$ cat src/rtl/ncsi_tx_arb_pkg.sv
// Shared types and default sizing for the NCSI transmit arbiter.
package ncsi_tx_arb_pkg;

  localparam int unsigned DefaultIpgCycles   = 3;
  localparam int unsigned DefaultMaxPktWords = 384;

  typedef enum logic [2:0] {
    StIdle,
    StResp,
    StPt,
    StDrop,
    StIpg
  } arb_state_e;

  typedef struct packed {
    logic [31:0] data;
    logic        sop;
    logic        eop;
    logic [1:0]  mod;
    logic        err;
    logic        vld;
  } avst_beat_t;

endpackage

$ cat src/rtl/ncsi_tx_arbiter.sv
// Merges the NCSI response/AEN stream and the passthrough stream onto one AvST
// transmit stream, switching only at packet boundaries with an enforced gap.
module ncsi_tx_arbiter
  import ncsi_tx_arb_pkg::*;
#(
  parameter int unsigned IPG_CYCLES    = DefaultIpgCycles,
  parameter int unsigned MAX_PKT_WORDS = DefaultMaxPktWords
) (
  input  logic        clk,
  input  logic        reset,
  input  logic        package_en,
  input  logic        ptnw_tx_en,
  input  logic [31:0] b2a_nrtx_data,
  input  logic        b2a_nrtx_sop,
  input  logic        b2a_nrtx_eop,
  input  logic [1:0]  b2a_nrtx_mod,
  input  logic        b2a_nrtx_err,
  input  logic        b2a_nrtx_rna,
  input  logic        b2a_nrtx_eb4sr,
  input  logic        b2a_nrtx_vld,
  output logic        b2a_nrtx_rdy,
  output logic        b2a_nrtx_sent,
  input  logic [31:0] ept_tx_data,
  input  logic        ept_tx_sop,
  input  logic        ept_tx_eop,
  input  logic        ept_tx_err,
  input  logic        ept_tx_vld,
  input  logic [1:0]  ept_tx_mod,
  output logic        ept_tx_rdy,
  output logic [31:0] arb_tx_data,
  output logic        arb_tx_sop,
  output logic        arb_tx_eop,
  output logic        arb_tx_err,
  output logic        arb_tx_vld,
  output logic [1:0]  arb_tx_mod,
  input  logic        arb_tx_rdy,
  output logic [15:0] arb_trunc_cnt
);

  localparam int unsigned BeatW = $clog2(MAX_PKT_WORDS + 1);
  localparam int unsigned IpgW  = $clog2(IPG_CYCLES + 2);

  arb_state_e       state_q;
  logic [BeatW-1:0] beat_cnt_q;
  logic [IpgW-1:0]  ipg_cnt_q;
  logic             eb4sr_done_q;
  logic             drop_resp_q;
  logic             drop_sent_q;
  logic             sent_q;
  logic [15:0]      trunc_cnt_q;

  avst_beat_t resp_beat, pt_beat, src;
  logic       resp_req, pt_req, fwd, fwd_resp, trunc_beat, accept, drop_end;

  assign resp_beat = '{data: b2a_nrtx_data, sop: b2a_nrtx_sop, eop: b2a_nrtx_eop,
                       mod: b2a_nrtx_mod, err: b2a_nrtx_err, vld: b2a_nrtx_vld};
  assign pt_beat   = '{data: ept_tx_data, sop: ept_tx_sop, eop: ept_tx_eop,
                       mod: ept_tx_mod, err: ept_tx_err, vld: ept_tx_vld};

  assign resp_req = b2a_nrtx_vld & b2a_nrtx_sop & package_en;
  assign pt_req   = ept_tx_vld & ept_tx_sop & ptnw_tx_en & package_en;

  assign fwd_resp   = !reset && (state_q == StResp);
  assign fwd        = fwd_resp || (!reset && (state_q == StPt));
  assign src        = fwd_resp ? resp_beat : pt_beat;
  // Last beat allowed before the packet is cut short and forced closed.
  assign trunc_beat = (32'(beat_cnt_q) == MAX_PKT_WORDS - 32'd1) && !src.eop;
  assign accept     = fwd && src.vld && arb_tx_rdy;
  assign drop_end   = drop_resp_q ? (b2a_nrtx_vld && b2a_nrtx_eop)
                                  : (ept_tx_vld && ept_tx_eop);

  assign arb_tx_vld    = fwd && src.vld;
  assign arb_tx_data   = fwd ? src.data : '0;
  assign arb_tx_sop    = fwd && src.sop;
  assign arb_tx_eop    = fwd && (src.eop || trunc_beat);
  assign arb_tx_err    = fwd && (src.err || trunc_beat);
  assign arb_tx_mod    = (fwd && !trunc_beat) ? src.mod : 2'd0;
  assign b2a_nrtx_sent = sent_q;
  assign arb_trunc_cnt = trunc_cnt_q;

  always_comb begin
    b2a_nrtx_rdy = 1'b0;
    ept_tx_rdy   = 1'b0;
    if (!reset) begin
      unique case (state_q)
        StIdle: begin
          // Stray mid-packet beats with no sop are flushed while idle.
          b2a_nrtx_rdy = b2a_nrtx_vld && !b2a_nrtx_sop;
          ept_tx_rdy   = ept_tx_vld && !ept_tx_sop;
        end
        StResp: b2a_nrtx_rdy = arb_tx_rdy;
        StPt:   ept_tx_rdy   = arb_tx_rdy;
        StDrop: begin
          b2a_nrtx_rdy = drop_resp_q;
          ept_tx_rdy   = !drop_resp_q;
        end
        default: ;
      endcase
    end
  end

  always_ff @(posedge clk) begin
    if (reset) begin
      state_q      <= StIdle;
      beat_cnt_q   <= '0;
      ipg_cnt_q    <= '0;
      eb4sr_done_q <= 1'b0;
      drop_resp_q  <= 1'b0;
      drop_sent_q  <= 1'b0;
      sent_q       <= 1'b0;
      trunc_cnt_q  <= '0;
    end else begin
      sent_q <= 1'b0;
      unique case (state_q)
        StIdle: begin
          beat_cnt_q <= '0;
          if (resp_req && b2a_nrtx_rna) begin
            state_q     <= StDrop;
            drop_resp_q <= 1'b1;
            drop_sent_q <= 1'b1;
          end else if (resp_req && b2a_nrtx_eb4sr && pt_req && !eb4sr_done_q) begin
            state_q      <= StPt;
            eb4sr_done_q <= 1'b1;
          end else if (resp_req) begin
            state_q <= StResp;
          end else if (pt_req) begin
            state_q <= StPt;
          end
        end
        StResp, StPt: begin
          if (accept) begin
            beat_cnt_q <= beat_cnt_q + BeatW'(1);
            if (src.eop || trunc_beat) begin
              state_q   <= src.eop ? StIpg : StDrop;
              ipg_cnt_q <= '0;
              if (fwd_resp) begin
                sent_q       <= 1'b1;
                eb4sr_done_q <= 1'b0;
              end
            end
            if (trunc_beat) begin
              drop_resp_q <= fwd_resp;
              drop_sent_q <= 1'b0;
              if (trunc_cnt_q != 16'hFFFF) trunc_cnt_q <= trunc_cnt_q + 16'd1;
            end
          end
        end
        StDrop: begin
          if (drop_end) begin
            state_q   <= StIpg;
            ipg_cnt_q <= '0;
            if (drop_sent_q) begin
              sent_q       <= 1'b1;
              eb4sr_done_q <= 1'b0;
            end
          end
        end
        StIpg: begin
          if (32'(ipg_cnt_q) + 32'd1 >= IPG_CYCLES) state_q <= StIdle;
          else ipg_cnt_q <= ipg_cnt_q + IpgW'(1);
        end
        default: state_q <= StIdle;
      endcase
    end
  end

endmodule
$ cat config.mk
export PLATFORM = sky130hd
export DESIGN_NAME = ncsi_tx_arbiter
export DESIGN_NICKNAME = d
export VERILOG_FILES = /design/src/rtl/ncsi_tx_arb_pkg.sv /design/src/rtl/ncsi_tx_arbiter.sv
export SDC_FILE = /design/constraint.sdc
export NUM_CORES = 1
export LEC_CHECK = 0
export CAP_MARGIN = 20
export CORE_ASPECT_RATIO = 0.9
export CORE_MARGIN = 5
export CORE_UTILIZATION = 42
export CTS_CLUSTER_DIAMETER = 120
export DETAILED_ROUTE_END_ITERATION = 6
export PLACE_DENSITY = 0.88
export SYNTH_ARGS = -nofsm -noshare
export SYNTH_HDL_FRONTEND = slang
export SYNTH_SLANG_ARGS = --single-unit
$ cat constraint.sdc
create_clock -name clk -period 3.73 [get_ports clk]
set_clock_uncertainty 0.2 [all_clocks]
set_input_delay 0.5595 -clock clk [delete_from_list [all_inputs] [get_ports clk]]
set_output_delay 0.5595 -clock clk [all_outputs]
set_load 0.005 [all_outputs]
* After elaboration in Yosys (flattened, before gate mapping) *
Cells that the tools add are included.

word-level totals
  flip-flop bits (word level) = 35
  bits of input ports = 83
  output and inout port bits = 57
  word-level logic and storage cells = 120

operators by class
  add/subtract/negate cells = 4
  magnitude comparators = 1
  eq/ne operators = 18
  multiplexer cells = 46
  bitwise operators = 5
  reduce and logical (&&, ||, !) cells = 38

operators by type and width
  kind                                                 number
  2-to-1 mux 3 bit                                     13
  2-to-1 mux 38 bit                                    1
  2-to-1 mux 32 bit                                    1
  inequality test 2 bit, second input constant         11
  2-to-1 mux 1 bit                                     20
  case mux 9 bit (2 select lines)                      1
  logical AND 1 bit                                    17
  adder 16 x 1 -> 16 bit, second input constant        1
  inequality test 16 bit, second input constant        1
  case mux 3 bit (4 select lines)                      1
  AND reduction 5 bit                                  2
  adder 9 x 1 -> 9 bit, second input constant          1
  equality test 9 bit, second input constant           1
  2-to-1 mux 9 bit                                     1
  case mux 1 bit (3 select lines)                      3
  case mux 3 bit (3 select lines)                      1
  AND reduction 4 bit                                  2
  AND reduction 8 bit                                  1
  zero test 1 bit                                      7
  equality test 3 x 2 -> 1 bit, second input constant  2
  case mux 1 bit (2 select lines)                      3
  nonzero test 3 bit                                   2
  AND 1 bit                                            5
  inequality test 5 bit, second input constant         1
  11 further kinds                                     13

* Depth between registers and ports, before layout *
Gate-level depths: netlist of the first run.

  depth in word-level cells = 9
  gate-level depth with buffers = 8
  gate-level depth less buffers = 6

* Worst setup path before layout of the first run *
OpenSTA, ideal clock, no wires.

  path kind = input-to-output
  start point = in reset
  end point = out arb_tx_data[10]
  data arrival time = 1.686 ns
  required time = 2.970 ns
  slack = 1.284 ns
  stages on the path = 5
  path buffers = 2
  cell sequence = nor4b_4 clkbuf_1 clkbuf_1 o22ai_1 nor2_1

on the way
  cells in the longest elaborated chain, start to end = 4
  elaborated cells between the ends (all ways) = 6
  those cells by class = mux: 2; reduce/logical: 4

ends and longest elaborated chain
  element                                                       line                                          source
  start: declaration                                            ncsi_tx_arbiter.sv:10                         input logic reset,
  zero test 1 bit *                                             n/a
  logical AND 1 bit, on equally long branches                   ncsi_tx_arbiter.sv:63, ncsi_tx_arbiter.sv:64
  2-to-1 mux 38 bit / logical OR 1 bit (equally long branches)  ncsi_tx_arbiter.sv:65, ncsi_tx_arbiter.sv:64
  2-to-1 mux 32 bit *                                           ncsi_tx_arbiter.sv:73                         assign arb_tx_data = fwd ? src.data : '0;
  end: declaration                                              ncsi_tx_arbiter.sv:30                         output logic [31:0] arb_tx_data,

Every way passes the cells marked *; elsewhere a longest branch is shown, timed or not.

* Worst setup path after layout of the first run *
  start point = reg state_q[0]
  end point = out arb_tx_data[20]

on the way
  cells in the longest elaborated chain, start to end = 4
  elaborated cells between the ends (all ways) = 7
  those cells by class = eq/ne: 2; mux: 2; reduce/logical: 3

ends and longest elaborated chain
  element                                                                              line                                          source
  start: declaration                                                                   ncsi_tx_arbiter.sv:43                         arb_state_e state_q;
  start signal: assignment                                                             ncsi_tx_arbiter.sv:104                        state_q <= StIdle;
  start signal: assignment                                                             ncsi_tx_arbiter.sv:118                        state_q <= StDrop;
  start signal: assignment                                                             ncsi_tx_arbiter.sv:122                        state_q <= StPt;
  equality test 3 x 1 -> 1 bit / equality test 3 x 2 -> 1 bit (equally long branches)  ncsi_tx_arbiter.sv:63, ncsi_tx_arbiter.sv:64
  logical AND 1 bit, on equally long branches                                          ncsi_tx_arbiter.sv:63, ncsi_tx_arbiter.sv:64
  2-to-1 mux 38 bit / logical OR 1 bit (equally long branches)                         ncsi_tx_arbiter.sv:65, ncsi_tx_arbiter.sv:64
  2-to-1 mux 32 bit *                                                                  ncsi_tx_arbiter.sv:73

Marks and branches as above.

==> summary.md, run 1 <==
The flow ran to the end, and the final reports show no timing, DRC or antenna violations. Across the VDD grid, the largest voltage drop is 275 uV. The number of nets in the layout is 568, and the number of flops mapped to enable cells by yosys is 0. The run gives 606 um as the total met3 wirelength after detailed routing.

The count of cells resized by post-cts repair was 0. The predominant post-synthesis flop cell is sky130_fd_sc_hd__dfxtp_1. The power density over cell area came out at 382 mW/mm^2. Row generation in the floorplan step produced 26 rows. Highest layer used for signal routing: met4. In this run, post-CTS hold repair placed 0 buffers.

Net switching is 38.2% of the power. Across all setup checks in the final design, the least slack found is 0.463 ns. The logs give 0.00764 sq mm for the area enclosed by the die boundary and 24.8% for the global-route total usage across every layer. The tools report the type of element launching the critical path as a flop. The flop and latch count out of synthesis was 35. In this run the cell area measured after placement is 0.00399 sq mm. The number of hold violations in the final report was 0. Summed over all layers, the global routing overflow is 0. The H-tree was split into 2 levels.

Walking the worst path, the cells encountered are xnor2_1, or3_1, buf_4, nor2_1, clkdlybuf4s50_1. During placement, the flow inserted port buffers numbering 139. Data on the critical path arrives at its endpoint at 2.51 ns. The synthesized area per cell was 7.21 sq um; the number of global-route vias before repair was 3,070.

Among all stages on the critical path, the largest delay is contributed by sky130_fd_sc_hd__dfxtp_1. The first-pass GRT wire length is 15,500 um, and the summed instance area of the synthesized netlist is 0.00252 sq mm. Dividing the detail-routed wire length by the instance count gives 17.7 um. The leakage component of the power was 1.37 nW; the delay of the slowest cell on the worst path was 0.60 ns. Setup repair after global routing left no endpoint under its margin. The die is 83.4 um tall.

After detailed routing, the number of vias per cell comes to 5.83. At the end of routability-driven placement, the weighted congestion stood at 1.02. The number of nets in the synthesized netlist is 435. Entering global routing, the biggest net connects 37 pins. Leaving out filler cells and counting taps, the final layout contains 553. The headroom to the max-slew limit was 58.6%; the worst-case setup slack after placement was 0.468 ns.

For this run, the share of the core covered by cells in the final layout is 70.6%. Pin placement for this block handled 140 I/O pins. Once the floorplan was initialized, standard cells occupied 43.7% of the core. The core region area was 0.00576 sq mm; the maximum clock path buffer count was 2. The die is 91.6 um wide.

After layout, the minimum clock period comes to 3.27 ns. The run gives 61 as the number of distinct library cells after synthesis. The HPWL after detailed placement is 7650 um, and the detailed router's first-iteration violation count is 263.

The number of clock buffers added by TritonCTS is 5. In this run the power spent charging and discharging nets is 593 uW. The kind of end point of the critical path was an output pin. Leaving out fill and tap cells, the most frequent cell in the layout is sky130_fd_sc_hd__clkdlybuf4s50_1. The tools report the highest attainable clock frequency as 306 MHz.

The run gives 35 as the total number of clock tree sinks. The library cells used most frequently in the layout, excluding fill and tap cells, are 139 x sky130_fd_sc_hd__clkdlybuf4s50_1, 54 x sky130_fd_sc_hd__nor2_1, 35 x sky130_fd_sc_hd__o22ai_1, 35 x sky130_fd_sc_hd__dfxtp_1, 31 x sky130_fd_sc_hd__nand2_1. TritonCTS built the clock tree. The count of final setup violators was 0. For the number of setup buffers added after CTS, the log shows 0.

For the relative contribution of combinational cells to total power, the log shows 55.4%. The routed wire length on met2 is 4870 um. The detailed router put a total of 4190 um of wire on met1. In this run the remaining antenna-violating nets after routing total 0.

The tools report the count of maximum capacitance violations as 0. The final route contains 3,222 vias. The final layout contains routed wiring with a total length of 9810 um. At the worst endpoint, the required time is 2.97 ns. In the synthesized netlist, the number of instances is 349. For this run, design rule violations remaining after detail routing come to 0. The initial antenna violation count was 0. The antenna diode count is 0. Once placement completed, the tool counted placed cells totaling 545. The clock reaches the later pin of the worst-skew pair after 0.29 ns.

The startpoint-to-endpoint class of the critical path is flop to output pin. Sequential cells were found to cover 27.8% of the synthesized design area. The finished cells cover 0.00407 sq mm. The share of the clock period used by the worst path after layout works out to 87.6%. After clock tree synthesis, the clock-pin slew on the worst setup and hold paths is 0.07 ns. The path class of the lowest-slack min-delay path was flop to flop. The synthesis-to-finish area growth is 61.5%, and the fraction of registers with async set/reset is 0%. For the number of warnings printed during yosys synthesis, the log shows 0. For this run, the detailed router's first-pass iteration total came to 5. Clock tree synthesis selected as its root buffer the cell sky130_fd_sc_hd__clkbuf_8. For the number of pins with negative max-slew slack in the final report, the log shows 0. For the pin with the worst max-slew slack, the measured transition is 0.617 ns. Tightest hold margin: 0.275 ns. Summed over all failing endpoints, the final setup total negative slack is 0 ns. In this run the worst path has a maximum fanout of 33. The run gives 17.3% as the share of total power in the clock network.

Cell internal power was estimated by the tool at 959 uW. In the final layout, the share of cells above drive strength 1 is 6.21%. The run gives 27.3% as the sequential fraction of design power. The completed layout was analyzed and its total power is 1.55 mW.
-- kinds of logic (layout without fill, tap and decap cells) --
family / count (synthesis) / in the layout / share of synthesized area (%)
AND/OR/NAND/NOR: 165 / 165 / 34.6
AO/OA/AOI/OAI: 103 / 103 / 25.9
flip-flops: 35 / 35 / 27.8
buffers and inverters: 30 / 164 / 5.12
multiplexers: 7 / 7 / 2.93
XOR/XNOR: 6 / 6 / 2.09
adder cells (fa/ha/maj): 3 / 3 / 1.49
-- registers in the layout, indices dropped and copies added, names as in the netlist --
register / cells
arb_trunc_cnt: 16
beat_cnt_q: 9
ipg_cnt_q: 3
state_q: 3
b2a_nrtx_sent: 1
drop_resp_q: 1
drop_sent_q: 1
eb4sr_done_q: 1
-- layer usage --
| layer | up-vias | global-route usage, % |
|---|---|---|
| met5 | - | 0 |
| met4 | 0 | 6.03 |
| met3 | 17 | 4.88 |
| met2 | 141 | 40.9 |
| met1 | 1482 | 33.0 |
| li1 | 1582 | - |
-- final timing paths --
check                      startpoint                             end  slack [ns]  cells past startpoint
max reg2reg   state_q[0]$_SDFFE_PP0P_  arb_trunc_cnt[13]$_SDFFE_PP0P_        0.93                      6
min          drop_sent_q$_SDFFE_PP0P_        drop_sent_q$_SDFFE_PP0P_        0.27                      2
min reg2reg  drop_sent_q$_SDFFE_PP0P_        drop_sent_q$_SDFFE_PP0P_        0.27                      2
max           state_q[0]$_SDFFE_PP0P_                 arb_tx_data[20]        0.46                      5
-- cells in the mapped netlist (5+ instances only) --
master | instances | area [sq um]
sky130_fd_sc_hd__nor2_1 | 54 | 203
sky130_fd_sc_hd__dfxtp_1 | 35 | 701
sky130_fd_sc_hd__o22ai_1 | 35 | 219
sky130_fd_sc_hd__nand2_1 | 31 | 116
sky130_fd_sc_hd__a21oi_1 | 21 | 105
sky130_fd_sc_hd__nand3_1 | 18 | 90.1
sky130_fd_sc_hd__clkbuf_1 | 16 | 60.1
sky130_fd_sc_hd__o21ai_0 | 15 | 75.1
sky130_fd_sc_hd__or3_1 | 9 | 56.3
sky130_fd_sc_hd__nand4_1 | 8 | 50.1
sky130_fd_sc_hd__or4_1 | 7 | 52.6
sky130_fd_sc_hd__mux2i_1 | 6 | 60.1
sky130_fd_sc_hd__nor3_1 | 6 | 30.0
sky130_fd_sc_hd__inv_1 | 5 | 18.8
sky130_fd_sc_hd__o31ai_1 | 5 | 37.5
-- final cells by class --
type	count	area [sq um]
inverters	6	22.5
well taps	70	87.6
multi-input cells	284	1690
clock buffers	7	76.3
fillers	491	1690
repair buffers	150	1490
clock inverters	1	5.00
flip-flops and latches	35	701
-- critical path, delay by kind of cell (launching register included) --
kind,cells,cell delay [ns]
buffers and inverters,2,0.83
DFF,1,0.60
and+or+nand+nor,2,0.58
xor gates and xnor gates,1,0.21
-- power by group through the flow --
stage                     sequential (mW)  clock, mW  combinational [mW]
after global placement              0.430          0               0.830
after detailed placement            0.431          0               0.844
final                               0.424      0.268               0.859
after CTS                           0.423      0.269               0.852
after global routing                0.428      0.284               0.932
after floorplan                     0.418          0               0.462
No activity file was read; power rests on OpenSTA's default activity.
==> run 2: changes to the inputs <==
--- a/config.mk
+++ b/config.mk
@@ -7,7 +7,6 @@
 export LEC_CHECK = 0
 export CAP_MARGIN = 20
 export CORE_ASPECT_RATIO = 0.9
-export CORE_MARGIN = 5
 export CORE_UTILIZATION = 42
 export CTS_CLUSTER_DIAMETER = 120
 export DETAILED_ROUTE_END_ITERATION = 6
==> summary.md, run 2 (synthesis gave the netlist of run 1 again) <==
The remaining global-route overflow was 0 (unchanged); the detailed router's first-iteration violation count was 297 (was 263). The delay of the slowest cell on the worst path works out to 0.53 ns (was 0.60 ns). The logs give 0.00631 sq mm (was 0.00764 sq mm) for the area enclosed by the die boundary and 472 (was 491) for the number of fillers in the final layout. Kind of end point of the critical path: an output pin (unchanged).

The count of maximum capacitance violations is 0 (unchanged). The die height works out to 75.4 um (was 83.4 um). The tools report the type of element launching the critical path as an input pin (was a flop). The first-pass GRT wire length was 14,500 um (was 15,500 um).

The flow ran to the end, and the final reports show no timing, DRC or antenna violations. For the peak supply drop, the log shows 285 uV (was 275 uV). For the HPWL after detailed placement, the log shows 6920 um (was 7650 um). The power density over cell area is 379 mW/mm^2 (was 382 mW/mm^2), and the maximum clock path buffer count is 2 (unchanged). The startpoint-to-endpoint class of the critical path is input pin to output pin (was flop to output pin).

The switching fraction of total power is 38.3% (was 38.2%), and the number of top-level pins is 140 (unchanged). The via count is 3,304 (was 3,222). The sum of internal, switching and leakage power came out at 1.54 mW (was 1.55 mW). Path class of the lowest-slack min-delay path: flop to flop (unchanged). For the headroom to the max-slew limit, the log shows 59.2% (was 58.6%). Sequential fraction of design power: 27.5% (was 27.3%). The slew of the pin with the lowest slew margin works out to 0.607 ns (was 0.617 ns). Cell breakdown of the critical path: clkdlybuf4s50_1, nor4b_4, buf_4, buf_4, o22ai_1, nor2_1, clkdlybuf4s50_1 (was xnor2_1, or3_1, buf_4, nor2_1, clkdlybuf4s50_1). The synthesis-to-finish area growth works out to 61.6% (was 61.5%). The tools report the final cell count without fillers as 555 (was 553). Share of total power in the clock network: 17.7% (was 17.3%). The hold buffer count at CTS came out at 0 (unchanged). The run gives 591 uW (was 593 uW) as the switching power of the nets. Global-route total usage across every layer: 28.4% (was 24.8%). The most frequent standard cell in the layout excluding fill and tap cells was sky130_fd_sc_hd__clkdlybuf4s50_1 (unchanged).

The arrival time at the worst endpoint came out at 2.70 ns (was 2.51 ns). Total number of clock tree sinks: 35 (unchanged). Cell with the largest stage delay on the worst path: sky130_fd_sc_hd__clkdlybuf4s50_1 (was sky130_fd_sc_hd__dfxtp_1). Initial antenna violation count: 1 (was 0). The horizontal extent of the die came out at 83.6 um (was 91.6 um). The remaining design rule violation count is 0 (unchanged), and the share of the clock period used by the worst path after layout is 92.7% (was 87.6%). The pin count of the biggest net entering global routing is 35 (was 37), and the number of hold violations in the final report is 0 (unchanged). The highest attainable clock frequency is 289 MHz (was 306 MHz), and the core region area is 0.00573 sq mm (was 0.00576 sq mm). Most frequent cells in the layout: 139 x sky130_fd_sc_hd__clkdlybuf4s50_1, 54 x sky130_fd_sc_hd__nor2_1, 35 x sky130_fd_sc_hd__o22ai_1, 35 x sky130_fd_sc_hd__dfxtp_1, 31 x sky130_fd_sc_hd__nand2_1 (unchanged).

The data required time of the critical path is 2.97 ns (about the same). Total CTS buffers: 5 (unchanged). Setup repair after global routing left no endpoint under its margin. The standard-cell row count is 26 (unchanged). The clock-pin transition on the worst setup and hold timing paths is 0.07 ns (about the same). The share of post-route cells with drive strength above 1 is 6.61% (was 6.21%), and the flip-flop count of the largest register after layout is 16 (unchanged).

The count of final setup violators was 0 (unchanged); the initial cell density of the core was 44.0% (was 43.7%). The logs give 951 uW (was 959 uW) for the cell-internal power and 0 (unchanged) for the number of pins with negative max-slew slack in the final report. The routability-driven placement congestion ratio was 0.843 (was 1.02).

The average via count per standard cell came out at 5.95 (was 5.83). The clock latency of the later-clocked register in the worst-skew pair was 0.29 ns (about the same); the maximum fanout along the worst path was 22 (was 33). The tools report the remaining antenna violation count after routing as 0 (unchanged). The average wire length per cell after detail routing is 16.1 um (was 17.7 um). The number of global-route vias before repair is 3,154 (was 3,070), and the number of H-tree levels is 2 (unchanged). Number of cells in the design after placement: 546 (was 545).

The number of nets in the layout came out at 569 (was 568). The sum of negative setup slack is 0 ns (unchanged), and the number of search-and-repair iterations in the first detailed-routing pass is 7 (was 5). The tools report the clock tree root buffer cell as sky130_fd_sc_hd__clkbuf_8 (unchanged). The logs give 54.9% (was 55.4%) for the relative contribution of combinational cells to total power and 0 (unchanged) for the count of cells resized by post-cts repair.

The detailed-route wire length is 8960 um (was 9810 um), and the count of buffers from port buffering is 139 (unchanged). The leakage component of the power came out at 1.37 nW (about the same). The tools report the number of setup buffers added after CTS as 0 (unchanged). TritonCTS built the clock tree.

The time the worst path needs with I/O delays and setup is 3.46 ns (was 3.27 ns).
==> run 2: cell types whose count changed in the layout (fill, tap and decap cells not counted) <==
| cell | delta |
|---|---|
| sky130_fd_sc_hd__clkbuf_1 | -1 |
| sky130_fd_sc_hd__clkinvlp_4 | +1 |
| sky130_fd_sc_hd__diode_2 | +1 |
| sky130_fd_sc_hd__buf_4 | +2 |
| sky130_fd_sc_hd__buf_12 | -1 |
==> run 2: final cells by class <==
type	count	area [sq um]	share of cell area [%]
clock buffers	6	72.6	1.78
inverters	6	22.5	0.554
flip-flops and latches	35	701	17.2
clock inverters	2	12.5	0.308
repair buffers	151	1480	36.4
well taps	70	87.6	2.15
multi-input cells	284	1690	41.5
diodes	1	2.50	0.0615
==> run 2: through the flow <==
stage / setup slack (ns) / area (sq um) / util [%] / hold slack [ns]
6_report: 0.270 / 4070 / 71.0 / 0.267
5_1_grt: 0.130 / 4070 / 71.0 / 0.275
4_1_cts: 0.287 / 4070 / 71.0 / 0.268
3_5_place_dp: 0.291 / 3980 / 69.5 / 0.258
3_3_place_gp: 0.324 / 3980 / 69.5 / 0.252
2_1_floorplan: 1.28 / 2520 / - / 0.237
==> run 2: worst paths after layout <==
kind	start	to	slack, ns	cells after the start
max	reset	arb_tx_data[7]	0.27	7
min	drop_sent_q$_SDFFE_PP0P_	drop_sent_q$_SDFFE_PP0P_	0.27	2
max reg2reg	beat_cnt_q[0]$_SDFFE_PP0P_	arb_trunc_cnt[13]$_SDFFE_PP0P_	1.15	6
min reg2reg	drop_sent_q$_SDFFE_PP0P_	drop_sent_q$_SDFFE_PP0P_	0.27	2
==> run 2: per-layer routing <==
layer | track usage (%) | routed length [um] | vias up
met1 | 31.9 | 3480 | 1511
li1 | - | - | 1586
met4 | 12.8 | 278 | 0
met5 | 0 | 0 | -
met2 | 52.5 | 4480 | 180
met3 | 6.93 | 724 | 27
==> run 2: power groups by stage <==
stage | Clock [mW] | Sequential [mW] | Combinational [mW]
after floorplan | 0 | 0.418 | 0.462
after global placement | 0 | 0.429 | 0.816
after detailed placement | 0 | 0.430 | 0.836
after CTS | 0.280 | 0.422 | 0.841
after global routing | 0.294 | 0.425 | 0.921
final | 0.272 | 0.424 | 0.846
==> run 2: critical path: cells and delay by family <==
kind | cells | cell delay (ns)
and+or+nand+nor | 2 | 0.40
buffers and inverters | 4 | 1.62
AOI/OAI and AO/OA | 1 | 0.11
